### config.mk
export PLATFORM = sky130hd
export DESIGN_NAME = vfreq_meter
export DESIGN_NICKNAME = d
export VERILOG_FILES = /design/src/rtl/vfreq_pkg.sv /design/src/rtl/vfreq_edge_sync.sv /design/src/rtl/vfreq_meter.sv
export SDC_FILE = /design/constraint.sdc
export NUM_CORES = 1
export LEC_CHECK = 0
export CAP_MARGIN = 30
export CORE_MARGIN = 4
export CORE_UTILIZATION = 40
export CTS_CLUSTER_SIZE = 14
export DETAILED_ROUTE_END_ITERATION = 8
export SYNTH_ARGS = -nofsm -noshare
export SYNTH_HDL_FRONTEND = slang
export SYNTH_HIERARCHICAL = 1
export SYNTH_SLANG_ARGS = --single-unit
### constraint.sdc
create_clock -name clk -period 1.7 [get_ports clk]
set_input_delay 0.34 -clock clk [delete_from_list [all_inputs] [get_ports clk]]
set_output_delay 0.34 -clock clk [all_outputs]
set_load 0.01 [all_outputs]
### src/rtl/vfreq_pkg.sv
// Shared types and constants for the vfreq_meter period meter.
package vfreq_pkg;

  typedef enum logic [1:0] {
    IDLE,
    ARM,
    MEASURE
  } vfreq_meter_state_t;

  localparam int VFREQ_CNT_W_DEF = 16;
  localparam int VFREQ_AVG_LOG2  = 2;

endpackage

### src/rtl/vfreq_edge_sync.sv
// Multi-flop synchronizer for an asynchronous input followed by a
// registered rising-edge detector producing a single-cycle rise pulse.
module vfreq_edge_sync #(
  parameter int SYNC_STAGES = 2
) (
  input  logic clk,
  input  logic reset,
  input  logic sig_in,
  output logic rise
);

  logic [SYNC_STAGES-1:0] sync_q;
  logic                   prev_q;

  // Shift the input through the synchronizer, keep the previous synchronized
  // sample and flag a 0->1 transition one cycle later.
  always_ff @(posedge clk) begin
    if (reset) begin
      sync_q <= '0;
      prev_q <= 1'b0;
      rise   <= 1'b0;
    end else begin
      sync_q <= {sync_q[SYNC_STAGES-2:0], sig_in};
      prev_q <= sync_q[SYNC_STAGES-1];
      rise   <= sync_q[SYNC_STAGES-1] & ~prev_q;
    end
  end

endmodule

### src/rtl/vfreq_meter.sv
// Single-shot period meter: counts clk cycles between consecutive rising
// edges of an asynchronous input, with a saturating overflow flag.
// Optional build macro VFREQ_AVG_EN averages over four consecutive periods.
module vfreq_meter
  import vfreq_pkg::*;
#(
  parameter int CNT_W       = VFREQ_CNT_W_DEF,
  parameter int SYNC_STAGES = 2
) (
  input  logic             clk,
  input  logic             reset,
  input  logic             sig_in,
  input  logic             start,
  output logic             busy,
  output logic [CNT_W-1:0] period,
  output logic             period_valid,
  output logic             overflow
);

`ifdef VFREQ_AVG_EN
  localparam int ACC_W = CNT_W + VFREQ_AVG_LOG2;
`else
  localparam int ACC_W = CNT_W;
`endif

  localparam logic [ACC_W-1:0] ACC_MAX    = '1;
  localparam logic [ACC_W-1:0] ACC_ONE    = ACC_W'(1);
  localparam logic [CNT_W-1:0] PERIOD_MAX = '1;

  vfreq_meter_state_t state, next_state;
  logic [ACC_W-1:0]   cnt_q, cnt_d;
  logic [CNT_W-1:0]   result;
  logic               rise;
  logic               final_edge;
  logic               load_result;
  logic               saturate;

  vfreq_edge_sync #(
    .SYNC_STAGES(SYNC_STAGES)
  ) u_edge_sync (
    .clk   (clk),
    .reset (reset),
    .sig_in(sig_in),
    .rise  (rise)
  );

`ifdef VFREQ_AVG_EN
  logic [1:0] ivl_q, ivl_d;

  assign final_edge = rise && (ivl_q == 2'd3);
  assign result     = cnt_q[ACC_W-1:VFREQ_AVG_LOG2];

  // Interval counter tracking how many full periods have been accumulated.
  always_ff @(posedge clk) begin
    if (reset) ivl_q <= 2'd0;
    else       ivl_q <= ivl_d;
  end
`else
  assign final_edge = rise;
  assign result     = cnt_q;
`endif

  // busy covers the whole measurement including the strobe cycle, which
  // also blocks a start arriving together with period_valid.
  assign busy = (state != IDLE) || period_valid;

  // State and period counter registers.
  always_ff @(posedge clk) begin
    if (reset) begin
      state <= IDLE;
      cnt_q <= '0;
    end else begin
      state <= next_state;
      cnt_q <= cnt_d;
    end
  end

  // Next-state logic: arm on start, begin counting at the first edge, finish
  // at the closing edge or when the counter would otherwise wrap.
  always_comb begin
    next_state  = state;
    cnt_d       = cnt_q;
    load_result = 1'b0;
    saturate    = 1'b0;
`ifdef VFREQ_AVG_EN
    ivl_d       = ivl_q;
`endif
    case (state)
      IDLE: begin
        if (start && !busy) next_state = ARM;
      end
      ARM: begin
        if (rise) begin
          cnt_d      = ACC_ONE;
          next_state = MEASURE;
`ifdef VFREQ_AVG_EN
          ivl_d      = 2'd0;
`endif
        end
      end
      MEASURE: begin
        if (final_edge) begin
          load_result = 1'b1;
          next_state  = IDLE;
        end else if (cnt_q == ACC_MAX) begin
          saturate   = 1'b1;
          next_state = IDLE;
        end else begin
          cnt_d = cnt_q + ACC_ONE;
`ifdef VFREQ_AVG_EN
          if (rise) ivl_d = ivl_q + 2'd1;
`endif
        end
      end
      default: next_state = IDLE;
    endcase
  end

  // Result registers: period/overflow update together with the strobe and
  // hold until the next result.
  always_ff @(posedge clk) begin
    if (reset) begin
      period       <= '0;
      overflow     <= 1'b0;
      period_valid <= 1'b0;
    end else begin
      period_valid <= load_result || saturate;
      if (load_result) begin
        period   <= result;
        overflow <= 1'b0;
      end else if (saturate) begin
        period   <= PERIOD_MAX;
        overflow <= 1'b1;
      end
    end
  end

endmodule
After elaboration in Yosys (flattened, before gate mapping)
Index checks and enable logic that the tools add are counted.

Bits in registers: 40. Bits of input ports: 4. Word-level logic and storage cells: 46.

Add/sub/neg operators: 1. Equality and inequality tests: 8. Multiplexer cells: 16. Bitwise operators: 2. Reductions and logical operators: 11.

Operator list (count): 2-to-1 mux 16 bit (5); case mux 16 bit (2 select lines) (1); adder 16 x 1 -> 16 bit, second input constant (1); == test 16 bit, second input constant (1); 2-to-1 mux 2 bit (4); inequality test 2 bit, second input constant (3); case mux 2 bit (3 select lines) (1); nonzero test 2 bit (3); 2-to-1 mux 1 bit (5); AND reduction 4 bit (1); inequality test 3 x 2 -> 1 bit, second input constant (1); AND reduction 3 bit (1); == test 2 x 1 -> 1 bit, second input constant (1); == test 2 bit, second input constant (1); logical NOT 2 bit (1); logical OR 1 bit (2); inequality test 2 x 1 -> 1 bit, second input constant (1); OR reduction 2 bit (1); AND 1 bit (1); logical AND 1 bit (1); logical NOT 1 bit (1); NOT 1 bit (1).

Depth between registers and ports, before layout
Depth after elaboration: 6. Mapped depth: 6. Mapped depth without buffers: 6.

By module
The synthesis kept the hierarchy.

Modules (own cells, without submodules): vfreq_meter (times used 1, cells an instance 194, area an instance 1666.6 µm²); vfreq_edge_sync (times used 1, cells an instance 8, area an instance 111.4 µm²).

Worst setup path before layout
No wires, ideal clock.

Path kind: reg2reg. From: register cnt_q[0]. To: register cnt_q[7]. Setup time: 0.101 ns. Data arrival time: 1.514 ns. Required time: 1.599 ns. Path slack: 0.085 ns. Cell stages (with the launch flop): 7. Path buffers: 0. Period minus slack after synthesis: 1.615 ns. Path through: dfxtp_1 -> ha_1 -> and3_1 -> and4_4 -> a21oi_4 -> nand2_2 -> o41ai_1.

Word-level cells in the longest chain between the ends: 4. Elaborated cells between the ends (all ways): 7.

RTL lines: from (decl) (line vfreq_meter.sv:31) `logic [ACC_W-1:0] cnt_q, cnt_d;`; from (signal assigned) (line vfreq_meter.sv:74) `cnt_q <= cnt_d;`; adder 16 x 1 -> 16 bit (line vfreq_meter.sv:109) `cnt_d = cnt_q + ACC_ONE;`; 2-to-1 mux 16 bit (line vfreq_meter.sv:105) `end else if (cnt_q == ACC_MAX) begin`; 2-to-1 mux 16 bit (line vfreq_meter.sv:102) `if (final_edge) begin`; case mux 16 bit (2 select lines) (line vfreq_meter.sv:88) `case (state)`.

Several ways; a longest one is shown, not always the timed one. The select of a mux whose other input is x is not followed. A chain may end at the register's enable or synchronous reset.

Final worst setup path
Ends and elaborated chain as after synthesis.

==> impl_metrics.csv <==
group,metric,value,unit
run_status,status,"finished, final reports clean",
clock_tree,cts.clk_slew.worst_paths,80,ps
layout,layout_common_cells,"dfxtp_1, nand2_1, clkdlybuf4s50_1",
synth,yosysSeqAreaShare,0.450,
layout,diodes,0,
synth,synth_top_area_share,0.450,
pwr,power_density,766,nW/um^2
clock_tree,cts_buffers,5,
synth,synthTopCellsByArea,"dfxtp_1, nand2_1, nor3_1, a31oi_1, nor2_1",
layout,final_common_cell,"dfxtp_1",
clock_tree,post_cts_buffers,0,
die,die_y,74.7,um
synth,synth_area_leader_cell,"dfxtp_1",
die,io_pins,23,
placement,port_buffers,22,
die,coreArea,4140,um^2
worst_setup_path,worst-setup-path-type,"reg2reg",
worst_setup_path,arrival,1850,ps
pwr,power_leakage,0.890,nW
global_route,grt_pass1_vias,1557,
clock_tree,clk_latency,290,ps
clock_tree,cts_hold_buf,0,
routing,first_pass_iters,4,
sta,slew_viol_final,0,
synth,yosysWarnings,6,
placement,dpl.hpwl,3220,um
synth,avgSynthCellArea,8.80,um^2
hold_path,hp-class,"reg2reg",
routing,vias,1633,
placement,placed_cells_incl_taps,286,
pwr,finalPower,1.79,mW
pwr,ir_drop,0.000384,V
synth,syn_inst,202,
die,initial_utilization,0.429,
layout,nets,248,
routing,drt_iter0_drc,123,
sta,min_period,1660,ps
synth,synth_area,1780,um^2
routing,drt-total-wl,4510,um
worst_setup_path,crit_required,1880,ps
sta,tightest_slew,359,ps
sta,timing.fmax,0.602,GHz
routing,ant_nets,0,
placement,place_congestion,0.827,
global_route,grt_pass1_wl,7530,um
sta,maxSlewHeadroom,0.760,
clock_tree,htreeDepth,2,
clock_tree,cts_tree,"yes",
global_route,grt_max_degree,26,
clock_tree,cts_buffer_depth,2,
global_route,grt_overflow,0,
layout,drive_above_1_share,0.217,
pwr,p_comb_frac,0.036,
synth,synth_cell_types,46,
worst_setup_path,end_kind,"flip-flop",
layout,instances_no_fill,294,
pwr,netSwitchingFraction,0.212,
layout,syn_to_final_growth,31.4,%
die,fp.dieArea,5580,um^2
sta,setup_viol,0,
worst_setup_path,crit_path_start_kind,"flip-flop",
pwr,p_clk_frac,0.433,
sta,rsz0062_at_grt,"yes",
die,core.rowCount,23,
routing,drc,0,
sta,skew,5.43,ps
routing,viasPerCell,5.55,
pwr,p_seq_frac,0.531,
routing,wl_per_cell,15.4,um
job,drv_cap,0,
sta,fin_crit_sh,0.978,
synth,ys_seq_elements,40,
pwr,internal_power,1.41,mW
global_route,antenna_found_initial,0,
sta,hold_slack,413,ps
clock_tree,clock-sinks,40,
layout,fillers,386,
worst_setup_path,path_max_fanout,9,
global_route,grt_util_all_layers,0.173,
synth,synth_nets,207,
sta,report.final.hold_viol_count,0,
pwr,switchingPower,0.379,mW
clock_tree,root_buffer,"clkbuf_8",
die,die_x,74.7,um
==> power by group through the flow <==
stage	Combinational, mW	Clock [mW]	Sequential (mW)
after global placement	0.0635	0	0.971
final	0.0641	0.774	0.950
after floorplan	0.0346	0	0.971
after global routing	0.0698	0.827	0.952
after CTS	0.0636	0.784	0.951
after detailed placement	0.0645	0	0.972
==> cell usage after synthesis (all sizes together) <==
cell and count:
a21oi 6, a221oi 1, inv 5, nand2b 2, a2111oi 1, and3b 1, nand3 7, a211oi 1
o31ai 7, a31oi 11, o22a 1, o21ai 12, o211ai 1, a41oi 1, nor3 17, mux2i 2
and4 2, a31o 1, nor2b 5, buf 5, and3 4, nand4 5, nand2 29, and2 2
or3 3, clkbuf 3, o21a 2, ha 1, a21boi 1, o2111ai 1, nor2 16, nor3b 2
or2 2, dfxtp 40, nand3b 1, o41ai 1
==> worst paths after layout <==
path | slack (ps) | cells after the start | startpoint | to
hold / removal | 410 | 1 | u_edge_sync/prev_q | u_edge_sync/rise
setup / recovery | 40 | 6 | cnt_q[0] | cnt_q[7]
hold reg to reg | 410 | 1 | u_edge_sync/prev_q | u_edge_sync/rise
setup reg to reg | 40 | 6 | cnt_q[0] | cnt_q[7]
==> per-layer routing <==
layer | vias to the layer above | GRT usage | wire length, um
met5 | - | 0 | 0
met4 | 0 | 0.0494 | 38
met3 | 4 | 0.0414 | 186
met2 | 37 | 0.270 | 2100
met1 | 776 | 0.238 | 2190
li1 | 816 | - | -
==> cell type report <==
type | count | area [um^2] | area share
Clock inverter | 2 | 35.0 | 0.0150
Inverter | 5 | 18.8 | 0.00803
Tap cell | 50 | 62.6 | 0.0268
Multi-Input combinational cell | 149 | 968 | 0.415
Sequential cell | 40 | 806 | 0.345
Timing Repair Buffer | 42 | 373 | 0.160
Clock buffer | 6 | 72.6 | 0.0311
==> worst max-delay path, stage by stage, from the launching register on <==
cell and delay, ps:
dfxtp_1 320, ha_1 200, and3_1 230, and4_4 210, a31o_2 270, o21ai_0 220, o41ai_2 100
==> through the flow <==
step / cell area [um^2] / setup TNS, ps / setup slack, ps / util
2_1_floorplan: 1780 / 0 / 85.2 / -
6_report: 2340 / 0 / 37.8 / 0.564
3_5_place_dp: 2170 / -14.2 / -6.65 / 0.523
4_1_cts: 2280 / 0 / 24.3 / 0.550
3_3_place_gp: 2170 / 0 / 13.9 / 0.523
5_1_grt: 2340 / -189 / -48.7 / 0.564
==> state kept, by name (all words and copies together) (netlist names) <==
| name | count |
|---|---|
| u_edge_sync/sync_q | 2 |
| period_valid | 1 |
| state | 2 |
| cnt_q | 16 |
| u_edge_sync/prev_q | 1 |
| period | 16 |
| u_edge_sync/rise | 1 |
| overflow | 1 |
==> cell families (layout without fill, tap and decap cells) <==
kind of cell    after synthesis  after routing  synth area share
fa+ha+maj                     1              1           0.00704
flops                        40             40             0.450
mux                           2              2            0.0113
compound gates               48             48             0.186
simple gates                 98             98             0.310
buf+inv                      13             55            0.0345
==> what timing repair did <==
item / CTS / global route
hold endpoints to repair: 0 / 0
cloned: 0 / 0
resized for setup: 3 / 12
endpoints found under the setup margin: 2 / 12
pin swaps: 0 / 3
Note: power is estimated with default switching activity, not from simulation.
